==> src/rtl/map_fade_scheduler.sv <==
// Level/map transition sequencer for the colour path: fades the screen out,
// swaps the map/palette selects on a frame boundary, fades back in, and
// scales the palette colour by the current fade level on its way to the VGA pins.
//
// state    | meaning
// ---------+-----------------------------------------------------------
// IDLE     | full brightness, waiting for a map_req that changes something
// FADE_OUT | stepping fade_level down once every FRAMES_PER_STEP frames
// SWAP     | black screen, map/palette selects update on next frame_start
// FADE_IN  | stepping fade_level up until MAX_LEVEL, then back to IDLE
module map_fade_scheduler #(
   parameter int LEVEL_SHIFT     = 4,
   parameter int FRAMES_PER_STEP = 2
) (
   input  logic                   Clk,
   input  logic                   Reset_n,
   input  logic                   frame_start,
   input  logic                   map_req,
   input  logic [1:0]             map_req_idx,
   input  logic [2:0]             pal_req_idx,
   input  logic                   pix_valid_in,
   input  logic [7:0]             R_in,
   input  logic [7:0]             G_in,
   input  logic [7:0]             B_in,
   output logic [1:0]             Map_idx,
   output logic [2:0]             Palette_idx,
   output logic [LEVEL_SHIFT:0]   fade_level,
   output logic                   busy,
   output logic                   swap_done,
   output logic [7:0]             VGA_R,
   output logic [7:0]             VGA_G,
   output logic [7:0]             VGA_B,
   output logic                   pix_valid_out
);

   localparam int LW = LEVEL_SHIFT + 1;
   localparam int CW = (FRAMES_PER_STEP > 1) ? $clog2(FRAMES_PER_STEP) : 1;
   localparam int PW = 8 + LW;
   localparam logic [LW-1:0] LVL_MAX  = LW'(1 << LEVEL_SHIFT);
   localparam logic [LW-1:0] LVL_ONE  = LW'(1);
   localparam logic [LW-1:0] LVL_PRE  = LW'((1 << LEVEL_SHIFT) - 1);
   localparam logic [CW-1:0] CNT_LAST = CW'(FRAMES_PER_STEP - 1);
   localparam logic [CW-1:0] CNT_ONE  = CW'(1);

   typedef enum logic [1:0] {
      IDLE     = 2'd0,
      FADE_OUT = 2'd1,
      SWAP     = 2'd2,
      FADE_IN  = 2'd3
   } state_t;

   state_t        state_q, state_d;
   logic [CW-1:0] cnt_q, cnt_d;
   logic [LW-1:0] level_q, level_d;
   logic [1:0]    map_q, map_d, pend_map_q, pend_map_d;
   logic [2:0]    pal_q, pal_d, pend_pal_q, pend_pal_d;
   logic          swap_done_q, swap_done_d;
   logic [7:0]    r_q, r_d, g_q, g_d, b_q, b_d;
   logic          pv_q;

   // Multiply by the pre-edge level and keep the floor of the divide by MAX_LEVEL.
   function automatic logic [7:0] scale(input logic [7:0] c, input logic [LW-1:0] l);
      logic [PW-1:0] p;
      p = PW'(c) * PW'(l);
      return p[LEVEL_SHIFT +: 8];
   endfunction

   // Next-state logic for the fade sequencer.
   always_comb begin
      state_d     = state_q;
      cnt_d       = cnt_q;
      level_d     = level_q;
      map_d       = map_q;
      pal_d       = pal_q;
      pend_map_d  = pend_map_q;
      pend_pal_d  = pend_pal_q;
      swap_done_d = 1'b0;
      unique case (state_q)
         IDLE: begin
            // A frame_start coinciding with the accepted request is deliberately dropped.
            if (map_req && ({map_req_idx, pal_req_idx} != {map_q, pal_q})) begin
               pend_map_d = map_req_idx;
               pend_pal_d = pal_req_idx;
               cnt_d      = '0;
               state_d    = FADE_OUT;
            end
         end
         FADE_OUT: begin
            if (frame_start) begin
               if (cnt_q == CNT_LAST) begin
                  cnt_d   = '0;
                  level_d = level_q - LVL_ONE;
                  if (level_q == LVL_ONE) state_d = SWAP;
               end else begin
                  cnt_d = cnt_q + CNT_ONE;
               end
            end
         end
         SWAP: begin
            if (frame_start) begin
               map_d       = pend_map_q;
               pal_d       = pend_pal_q;
               swap_done_d = 1'b1;
               cnt_d       = '0;
               state_d     = FADE_IN;
            end
         end
         FADE_IN: begin
            if (frame_start) begin
               if (cnt_q == CNT_LAST) begin
                  cnt_d   = '0;
                  level_d = level_q + LVL_ONE;
                  if (level_q == LVL_PRE) state_d = IDLE;
               end else begin
                  cnt_d = cnt_q + CNT_ONE;
               end
            end
         end
         default: state_d = IDLE;
      endcase
   end

   // Pixel scaling uses the level held before this edge.
   always_comb begin
      r_d = pix_valid_in ? scale(R_in, level_q) : 8'd0;
      g_d = pix_valid_in ? scale(G_in, level_q) : 8'd0;
      b_d = pix_valid_in ? scale(B_in, level_q) : 8'd0;
   end

   // State and pixel registers with synchronous active-low reset.
   always_ff @(posedge Clk) begin
      if (!Reset_n) begin
         state_q     <= IDLE;
         cnt_q       <= '0;
         level_q     <= LVL_MAX;
         map_q       <= '0;
         pal_q       <= '0;
         pend_map_q  <= '0;
         pend_pal_q  <= '0;
         swap_done_q <= 1'b0;
         r_q         <= '0;
         g_q         <= '0;
         b_q         <= '0;
         pv_q        <= 1'b0;
      end else begin
         state_q     <= state_d;
         cnt_q       <= cnt_d;
         level_q     <= level_d;
         map_q       <= map_d;
         pal_q       <= pal_d;
         pend_map_q  <= pend_map_d;
         pend_pal_q  <= pend_pal_d;
         swap_done_q <= swap_done_d;
         r_q         <= r_d;
         g_q         <= g_d;
         b_q         <= b_d;
         pv_q        <= pix_valid_in;
      end
   end

   assign Map_idx       = map_q;
   assign Palette_idx   = pal_q;
   assign fade_level    = level_q;
   assign busy          = (state_q != IDLE);
   assign swap_done     = swap_done_q;
   assign VGA_R         = r_q;
   assign VGA_G         = g_q;
   assign VGA_B         = b_q;
   assign pix_valid_out = pv_q;

endmodule
==> config.mk <==
export PLATFORM = sky130hd
export DESIGN_NAME = map_fade_scheduler
export DESIGN_NICKNAME = d
export VERILOG_FILES = /design/src/rtl/map_fade_scheduler.sv
export SDC_FILE = /design/constraint.sdc
export NUM_CORES = 1
export LEC_CHECK = 0
export BUFFER_PORTS_ARGS = -buffer_cell sky130_fd_sc_hd__clkbuf_2
export CAP_MARGIN = 20
export CORE_MARGIN = 4
export CORE_UTILIZATION = 40
export CTS_CLUSTER_SIZE = 24
export DETAILED_ROUTE_END_ITERATION = 10
export GPL_TIMING_DRIVEN = 0
export PLACE_DENSITY = 0.65
export SYNTH_ARGS = -nofsm -noshare
export SYNTH_HDL_FRONTEND = slang
export SYNTH_SLANG_ARGS = --single-unit
==> constraint.sdc <==
create_clock -name Clk -period 10.1 [get_ports Clk]
set_input_delay 2.02 -clock Clk [delete_from_list [all_inputs] [get_ports Clk]]
set_output_delay 2.02 -clock Clk [all_outputs]
set_load 0.005 [all_outputs]
# After elaboration in Yosys (flattened, before gate mapping)

Index checks and enable logic that the tools add are counted.

Bits of input ports: 34
Word-level logic and storage cells: 65
Register bits after elaboration: 44

Multiply operators: 3
Muxes and demuxes: 20
Add/sub/neg operators: 3
Eq/ne operators: 15
Reductions and logical operators: 12

Operators with widths:

| kind                                                   | count |
|---|---|
| multiplier 8 x 5 -> 12 bit                             | 3 |
| two-way mux 5 bit                                      | 4 |
| two-way mux 2 bit                                      | 8 |
| inequality test 2 bit (second input constant)          | 8 |
| one-hot mux 5 bit (2 select lines)                     | 1 |
| one-hot mux 2 bit (4 select lines)                     | 1 |
| AND reduction 2 bit                                    | 4 |
| AND reduction 8 bit                                    | 1 |
| adder 5 x 1 -> 5 bit (second input constant)           | 1 |
| equality test 5 x 1 -> 1 bit (second input constant)   | 1 |
| equality test 5 x 4 -> 1 bit (second input constant)   | 1 |
| two-way mux 1 bit                                      | 5 |
| inequality test 5 bit                                  | 1 |
| AND reduction 5 bit                                    | 1 |
| subtractor 5 x 1 -> 5 bit (second input constant)      | 1 |
| equality test 2 bit (second input constant)            | 2 |
| nonzero test 2 bit                                     | 2 |
| one-hot mux 1 bit (3 select lines)                     | 1 |
| AND reduction 3 bit                                    | 1 |
| equality test 2 x 1 -> 1 bit (second input constant)   | 1 |
| zero test 2 bit                                        | 1 |
| inequality test 2 x 1 -> 1 bit (second input constant) | 1 |
| OR reduction 2 bit                                     | 1 |
| adder 1 bit (second input constant)                    | 1 |
| logical AND 1 bit                                      | 1 |

# Depth between registers and ports, before layout

Gate-level depths: netlist (run 1).

Depth in word-level cells: 5
Gate-level depth with buffers: 15

# Least setup slack after synthesis (run 1)

No wires, ideal clock.

Path type: input port to flip-flop
From: input port B_in[5]
To: register b_q[5], in the netlist VGA_B[5]
Slack: 4.897 ns
Required time: 9.972 ns
Library setup time: 0.128 ns
Arrival: 5.075 ns
Buffers on the path: 0
Stages on the path: 12
Path through: and2_1 fa_1 fa_1 inv_1 fa_1 inv_1 ha_1 and3_1 or2_0 a221oi_1 xor2_1 nor2_1

Longest elaborated chain between the ends: 1

Ends and longest elaborated chain:

| element                    | RTL line | RTL |
|---|---|---|
| from (decl)                | 24       | `input logic [7:0] B_in,` |
| multiplier 8 x 5 -> 12 bit | 64       | `p = PW'(c) * PW'(l);` |
| to (signal assigned)       | 143      | `b_q <= '0;` |
| to (signal assigned)       | 156      | `b_q <= b_d;` |
| to (decl)                  | 58       | `logic [7:0] r_q, r_d, g_q, g_d, b_q, b_d;` |

Every way passes these cells.
A chain may end at the register's enable or synchronous reset.

# Worst setup path in the final report (run 1)

From: input port G_in[1]
To: register g_q[4], in the netlist VGA_G[4]

Longest elaborated chain between the ends: 1

Ends and longest elaborated chain:

| element                    | RTL line | RTL |
|---|---|---|
| from (decl)                | 23       | `input logic [7:0] G_in,` |
| multiplier 8 x 5 -> 12 bit | 64       |  |
| to (signal assigned)       | 155      | `g_q <= g_d;` |
| to (decl)                  | 58       |  |

Every way passes these cells.

==> metrics.md, run 1 <==
| Metric | Value |
|---|---|
| Run status | `completed` |
| DRC violations left | `0` |
| Critical-path maximum fanout | `5` |
| Count of cell instances traversed by the critical path | `13` |
| Antenna cell count | `0` |
| Final standard cell area without fillers | `0.00562 mm^2` |
| Setup repair after global routing missed its margin | `no` |
| Share of the synthesized area in the top cell type | `between 10% and 20%` |
| Max rail drop VDD | `between 0.09 and 0.1 mV` |
| Clk buf depth | `2` |
| Synthesized instance count | `roughly 580` |
| Slew HR | `roughly 53%` |
| Clock tree sinks | `44` |
| Sequential cell area fraction in the yosys report | `17.9%` |
| Launching element of the worst setup path | `G_in[1]` |
| Pin count of the biggest net entering global routing | `16` |
| Iter 0 DRT Violations | `204` |
| Post-route fraction of the period consumed by the critical path | `51.6%` |
| Std-Cell Core Area | `0.0120 mm^2` |
| Post-CTS setup buffers | `0` |
| Reg-to-reg slack, setup | `5.57 ns` |
| Cell area after synthesis | `0.00492 mm^2` |
| Biggest area consumer among synthesized cells | `sky130_fd_sc_hd__fa_1` |
| Category of cells accounting for the largest share of critical-path delay | `adder cells` |
| GRT Util Overall | `roughly 17%` |
| Worst min-delay path category | `flop to flop` |
| Area of the die | `around 0.014 mm^2` |
| Synth Warn # | `0` |
| TritonCTS clock tree | `built` |
| Placed Instance Area | `about 0.0054 mm^2` |
| Slowest CP cell | `sky130_fd_sc_hd__fa_1` |
| FF-to-FF path depth | `14` |
| Total congestion overflow after global routing | `0` |
| Largest stage delay on the critical path | `between 0.5 and 0.6 ns` |
| Tightest hold margin | `around 0.46 ns` |
| WP data arrival | `around 5.4 ns` |
| Max Clock Skew | `around 0.0092 ns` |
| Number of nets with antenna violations after routing | `0` |
| Number of setup violations in the final report | `0` |
| Predominant post-synthesis flop cell | `sky130_fd_sc_hd__dfxtp_1` |
| Routability-driven placement congestion ratio | `~0.83` |
| Vert. Die Dim | `between 100 and 150 um` |
| DRT Wirelength | `11.0 mm` |
| Average cell area after synthesis | `~8.5 um^2` |
| Footprint of the flip-flops and latches | `approximately 880 um^2` |
| Simple-gate share of the synthesized area | `23.3%` |
| Effective utilization at floorplan | `between 40% and 50%` |
| Static Leak | `about 2.9 nW` |
| Worst setup path endpoint | `VGA_G[4]` |
| Count of fill cells added during filler insertion | `approximately 1200` |
| Clk Tree Root Cell | `sky130_fd_sc_hd__clkbuf_16` |
| Crit-path most repeated cell | `sky130_fd_sc_hd__fa_1` |
| Endpoint of the most critical register-to-register path | `VGA_B[5]` |
| Number of optimization iterations in the first detailed-route pass | `4` |
| Max-cap viol count | `0` |
| Achievable frequency | `around 0.19 GHz` |
| Cells after DPL | `just under 800` |
| Quantity of gates resized following cts | `0` |
| CTS clk-pin slew, worst paths | `approximately 0.07 ns` |
| Adder-Cell Fraction of Synth Area | `a little over a third` |
| Clock H-tree levels | `2` |
| Cell with the most instances after synthesis | `sky130_fd_sc_hd__inv_1` |
| Net count after synthesis | `slightly above 700` |
| Count of buffers inserted at the top-level ports | `~70` |
| Wirelength per Cell | `13.8 um` |
| CTS Buf Count | `5` |
| Share of layout cells above drive strength 1 | `between 10% and 20%` |
| Area Growth Syn to Fin | `14.1%` |
| Number of max-slew violations in the final report | `0` |
| Number of antenna violations at the first check in global routing | `0` |
| Crit path time final | `5.21 ns` |
| Startpoint of the most critical register-to-register path | `fade_level[2]` |
| Floorplan die width | `between 100 and 150 um` |
| Worst hold stages | `2` |
| Startpoint kind of the worst setup timing path | `input port` |
| Synth async-reset ratio | `0%` |
| Combined area of the multi-input logic cells | `~0.0037 mm^2` |
| Compound-cell area share of the yosys netlist | `roughly a tenth` |
| Number of enable-type register cells in the synthesized netlist | `0` |
| CP endpoint kind | `flop` |
| Setup tns final | `0 ns` |
| Count of vias placed by the detailed router | `between 3000 and 4000` |
| Post-detailed-route via-to-cell ratio | `roughly 5` |
| Non-filler cells, final | `around 800` |
| Largest cells by area after synthesis | `sky130_fd_sc_hd__fa_1 20%, sky130_fd_sc_hd__dfxtp_1 18%, sky130_fd_sc_hd__ha_1 16%` |
| I/O pin cnt | `71` |
| Number of different library cells in the post-synthesis netlist | `47` |
| Power density cells | `around 110 mW/mm^2` |
| Mux cell area share after synthesis | `under 10%` |
| Xor/xnor share of the synthesized area | `4.63%` |
| Wire length of the first global-routing pass | `~19 mm` |
| Hold violation total from the final report | `0` |
| Critical Path RT | `about 10 ns` |
| Number of nets in the final layout | `approximately 800` |
| Vias in the first global route | `roughly 4200` |
| Number of placement rows | `40` |
| List of most frequent post-synthesis cells | `76 x sky130_fd_sc_hd__inv_1, 75 x sky130_fd_sc_hd__and2_1, 67 x sky130_fd_sc_hd__nand2_1` |
| Synthesis-stage register bit count | `44` |
| Total of hold buffers inserted after clock tree synthesis | `0` |
| Count of buffering cells on the critical path with inverters included | `3` |
| Pin slew with the least headroom to its limit | `0.712 ns` |
| Combinational family with the most area after synthesis | `adder cells` |
| Chain of cells forming the critical path | `clkbuf_2, and2_1, fa_1, fa_1, inv_1, fa_1, inv_1, ha_1, a21oi_1, nand2_1, o21a_1, o311ai_0, o31ai_1` |
| DPL Wire Length | `between 8 and 9 mm` |
| Crit path kind | `input port to flop` |
| Skew-Pair Late Insertion Delay | `around 0.30 ns` |
-- cells by family after synthesis --
family | after synthesis
AOI/OAI and AO/OA | 70
xor gates and xnor gates | 26
adders and majority gates | 110
muxes | 8
buffers and inverters | 99
and+or+nand+nor | 219
DFF | 44
-- flip-flops by register name, indices dropped and copies added, names as in the netlist, 2 cells and up --
| register | flops |
|---|---|
| pend_pal_q | 3 |
| VGA_B | 8 |
| Palette_idx | 3 |
| pend_map_q | 2 |
| VGA_R | 8 |
| fade_level | 5 |
| VGA_G | 8 |
| Map_idx | 2 |
| state_q | 2 |
-- worst min-delay path: cells and delay by family, from the launching register on --
family | cells | cell delay [ns]
simple gates | 1 | 0.05
flops | 1 | 0.31
compound gates | 1 | 0.06
-- worst min path at each step --
stage                     slack [ns]     startpoint            end
final                           0.46  pend_pal_q[2]  pend_pal_q[2]
after global routing            0.49  pend_pal_q[2]  pend_pal_q[2]
after CTS                       0.47  pend_pal_q[2]  pend_pal_q[2]
after detailed placement        0.46  pend_pal_q[2]  pend_pal_q[2]
after global placement          0.45  pend_pal_q[0]  pend_pal_q[0]
after floorplan                 0.44  pend_map_q[0]  pend_map_q[0]
-- final cells by class --
class | count | share of cell area, %
Buffer | 22 | 1.56
Clock buffer | 5 | 2.23
Clock inverter | 3 | 0.824
Inverter | 77 | 5.14
Multi-Input combinational cell | 433 | 65.2
Sequential cell | 44 | 15.7
Tap cell | 147 | 3.27
Timing Repair Buffer | 68 | 6.06
-- stage by stage --
step / util (%) / setup slack, ns / total power (W)
2_1_floorplan: - / 4.90 / 0.000345
3_3_place_gp: 45.4 / 4.61 / 0.000396
3_5_place_dp: 45.4 / 4.60 / 0.000402
4_1_cts: 46.8 / 4.93 / 0.000605
5_1_grt: 46.8 / 4.68 / 0.000640
6_report: 46.8 / 4.89 / 0.000595
-- power by group --
group	internal [W]	switching [W]	leakage [nW]
logic	0.0000840	0.000115	2.41
registers	0.000190	0.00000897	0.360
clock network	0.000118	0.0000798	0.0804
-- metal layers --
| layer | GRT usage [%] | share of wire [%] | vias to the layer above |
|---|---|---|---|
| li1 | - | - | 2013 |
| met1 | 21.5 | 46 | 1906 |
| met2 | 28.5 | 49 | 62 |
| met3 | 3.18 | 3.9 | 10 |
| met4 | 4.27 | 1.1 | 0 |
| met5 | 0 | 0 | - |
-- layout by cell type, fill, tap and decap left out, types with 12 or more instances in the layout --
cell and instances:
sky130_fd_sc_hd__dfxtp_1 44, sky130_fd_sc_hd__inv_1 76, sky130_fd_sc_hd__and2_1 75, sky130_fd_sc_hd__xor2_1 12, sky130_fd_sc_hd__a21oi_1 18, sky130_fd_sc_hd__nand3_1 19
sky130_fd_sc_hd__ha_1 62, sky130_fd_sc_hd__nor2_1 20, sky130_fd_sc_hd__clkbuf_1 16, sky130_fd_sc_hd__clkbuf_2 68, sky130_fd_sc_hd__nand2_1 67, sky130_fd_sc_hd__fa_1 48
sky130_fd_sc_hd__xnor2_1 14
(Power assumes the default switching activity.)
==> run 2, diff against run 1 <==
Settings changed: ABC_AREA set to 1.
Clock period 10.1 ns to 5.4 ns, I/O delays scaled along.
==> run 2 against run 1 <==
  * Utilization up 0.26 points
  * Sequential power up 100%
  * Clock skew down 0.0018 ns
  * Design area rose by 6.5%
  * Die area grew 6.2%
  * Via count increased by 18%
  * Sequential cell count is the same
  * First-iteration DRC count up 5.9%
  * Highest routed layer unchanged
==> metrics.md, run 2 <==
| Metric | Value |
|---|---|
| Worst min-delay path category | `flop to flop` |
| Largest cells by area after synthesis | `sky130_fd_sc_hd__fa_1 18%, sky130_fd_sc_hd__dfxtp_1 17%, sky130_fd_sc_hd__ha_1 15%` |
| Wirelength per Cell | `around 12 um` |
| Iter 0 DRT Violations | `between 200 and 250` |
| Predominant post-synthesis flop cell | `sky130_fd_sc_hd__dfxtp_1` |
| Most frequent standard cell in the layout excluding fill and tap cells | `sky130_fd_sc_hd__inv_1` |
| Share of the synthesized area in the top cell type | `a little under a fifth` |
| Post-detailed-route via-to-cell ratio | `4.70` |
| CP endpoint kind | `flop` |
| Total congestion overflow after global routing | `0` |
| Setup tns final | `0 ns` |
| Synth async-reset ratio | `0%` |
| Cell area after synthesis | `0.00525 mm^2` |
| Routability-driven placement congestion ratio | `about 0.84` |
| Count of vias placed by the detailed router | `4695` |
| Largest stage delay on the critical path | `~0.55 ns` |
| Number of antenna violations at the first check in global routing | `0` |
| WP data arrival | `roughly 4.5 ns` |
| Static Leak | `3.72 nW` |
| Wire length of the first global-routing pass | `~20 mm` |
| Clock H-tree levels | `2` |
| Share of layout cells above drive strength 1 | `12.8%` |
| CTS clk-pin slew, worst paths | `~0.070 ns` |
| Post-CTS setup buffers | `0` |
| Cell with the most instances after synthesis | `sky130_fd_sc_hd__inv_1` |
| Top library cells by usage in the layout, fill and taps aside | `188 x sky130_fd_sc_hd__inv_1, 184 x sky130_fd_sc_hd__nand2_1, 69 x sky130_fd_sc_hd__clkbuf_2` |
| Sequential cell area fraction in the yosys report | `~17%` |
| Setup repair after global routing missed its margin | `no` |
| DRT Wirelength | `11.8 mm` |
| Slew HR | `roughly three fifths` |
| Max-cap viol count | `0` |
| Pin slew with the least headroom to its limit | `0.589 ns` |
| GRT Util Overall | `~17%` |
| Effective utilization at floorplan | `41.3%` |
| Quantity of gates resized following cts | `0` |
| Clock tree sinks | `44` |
| Crit path time final | `approximately 4.3 ns` |
| Critical-path maximum fanout | `10` |
| Power density cells | `245 mW/mm^2` |
| Count of fill cells added during filler insertion | `between 1000 and 1500` |
| Vert. Die Dim | `about 120 um` |
| Floorplan die width | `between 100 and 150 um` |
| Number of placement rows | `between 40 and 50` |
| Final Core Density | `approximately 47%` |
| Synthesis-stage register bit count | `between 40 and 50` |
| Number of setup violations in the final report | `0` |
| Synthesized instance count | `750` |
| Total of hold buffers inserted after clock tree synthesis | `0` |
| Clk Tree Root Cell | `sky130_fd_sc_hd__clkbuf_16` |
| Number of optimization iterations in the first detailed-route pass | `5` |
| Post-route fraction of the period consumed by the critical path | `between 70 and 80%` |
| Number of nets with antenna violations after routing | `0` |
| TritonCTS clock tree | `built` |
| Count of buffering cells on the critical path with inverters included | `5` |
| Synth Warn # | `0` |
| Chain of cells forming the critical path | `clkbuf_1, buf_1, nand2_1, inv_1, fa_1, fa_1, inv_1, fa_1, inv_1, ha_1, a21oi_1, o21ai_0, a21o_1, a21oi_1, o21a_1` |
| Area of the die | `0.0150 mm^2` |
| Std-Cell Core Area | `about 0.013 mm^2` |
| Number of nets in the final layout | `970` |
| Hold violation total from the final report | `0` |
| Number of different library cells in the post-synthesis netlist | `34` |
| Startpoint kind of the worst setup timing path | `flop` |
| List of most frequent post-synthesis cells | `188 x sky130_fd_sc_hd__inv_1, 184 x sky130_fd_sc_hd__nand2_1, 62 x sky130_fd_sc_hd__ha_1` |
| Slowest CP cell | `sky130_fd_sc_hd__fa_1` |
| Category of cells accounting for the largest share of critical-path delay | `adder cells` |
| Max rail drop VDD | `roughly 0.11 mV` |
| Pin count of the biggest net entering global routing | `16` |
| Critical Path RT | `between 5 and 6 ns` |
| Number of enable-type register cells in the synthesized netlist | `0` |
| Run status | `completed` |
| Max Clock Skew | `0.00743 ns` |
| Vias in the first global route | `about 4500` |
| Count of buffers inserted at the top-level ports | `roughly 70` |
| Net count after synthesis | `about 890` |
| Antenna cell count | `0` |
| Crit path kind | `flop to flop` |
| DPL Wire Length | `roughly 9.7 mm` |
| Clk buf depth | `2` |
| DRC violations left | `0` |
| CTS Buf Count | `5` |
| Biggest area consumer among synthesized cells | `sky130_fd_sc_hd__fa_1` |
| Achievable frequency | `about 0.23 GHz` |
| Number of max-slew violations in the final report | `0` |
| Area Growth Syn to Fin | `14.0%` |
| I/O pin cnt | `71` |
| Average cell area after synthesis | `between 7 and 8 um^2` |
| Skew-Pair Late Insertion Delay | `approximately 0.3 ns` |
==> run 2: cell count changes in the layout (fill, tap and decap cells not counted), moves of 11 or more <==
cell / delta
sky130_fd_sc_hd__inv_1: +112
sky130_fd_sc_hd__and2_1: -75
sky130_fd_sc_hd__nor2_1: +23
sky130_fd_sc_hd__nand2_1: +117
sky130_fd_sc_hd__a21oi_1: +40
sky130_fd_sc_hd__o21ai_0: +11
==> run 2: area by class of cell <==
class                           instances  area (um^2)  share of cell area (%)
Clock inverter                          3         47.5                   0.794
Inverter                              192          721                    12.0
Multi-Input combinational cell        495         3560                    59.5
Timing Repair Buffer                   69          345                    5.77
Clock buffer                            5          125                    2.09
Buffer                                 19         90.1                    1.51
Tap cell                              172          215                    3.60
Sequential cell                        44          881                    14.7
==> run 2: metal layers <==
| layer | vias to the layer above | wire [um] | GRT usage, % |
|---|---|---|---|
| li1 | 2421 | - | - |
| met1 | 2137 | 5350 | 22.6 |
| met2 | 120 | 5400 | 27.8 |
| met3 | 17 | 712 | 2.95 |
| met4 | 0 | 316 | 6.23 |
| met5 | - | 0 | 0 |
==> run 2: final timing paths <==
path | start | end | slack, ns | cells after the start
worst max-delay path | fade_level[2] | VGA_B[3] | 1.10 | 15
worst min-delay path | pend_pal_q[1] | pend_pal_q[1] | 0.45 | 2
worst max register to register | fade_level[2] | VGA_B[3] | 1.10 | 15
worst min register to register | pend_pal_q[1] | pend_pal_q[1] | 0.45 | 2
==> run 2: power by group <==
part,internal [W],switching [W],total (W)
Combinational,0.000266,0.000440,0.000705
Clock,0.000220,0.000139,0.000359
Sequential,0.000379,0.0000254,0.000404
Total,0.000864,0.000605,0.00147
==> run 2: stage by stage <==
step / hold WS (ns) / setup WS [ns] / area (um^2) / power [W] / std cells
finish: 0.448 / 1.10 / 5980 / 0.00147 / 999
global placement: 0.429 / 1.15 / 5810 / 0.00111 / 991
detailed placement: 0.439 / 1.10 / 5810 / 0.00112 / 991
floorplan: 0.420 / 1.52 / 5250 / 0.000939 / 750
global route: 0.469 / 0.776 / 5980 / 0.00162 / 999
CTS: 0.450 / 1.15 / 5980 / 0.00149 / 999
==> run 2: cell families after synthesis <==
group	Yosys count	synth area share, %
AND/OR/NAND/NOR	272	21.9
buffers and inverters	211	15.4
adder cells (fa/ha/maj)	110	33.1
flip-flops	44	16.8
XOR/XNOR	12	2.00
AO/OA/AOI/OAI	101	10.8
==> run 2: worst register-to-register path: cells and delay by family, from the launching register on <==
family                     cells  cell delay (ns)
and+or+nand+nor                1             0.10
buffers and inverters          5             1.04
DFF                            1             0.37
adders and majority gates      4             1.87
AOI/OAI and AO/OA              5             0.88
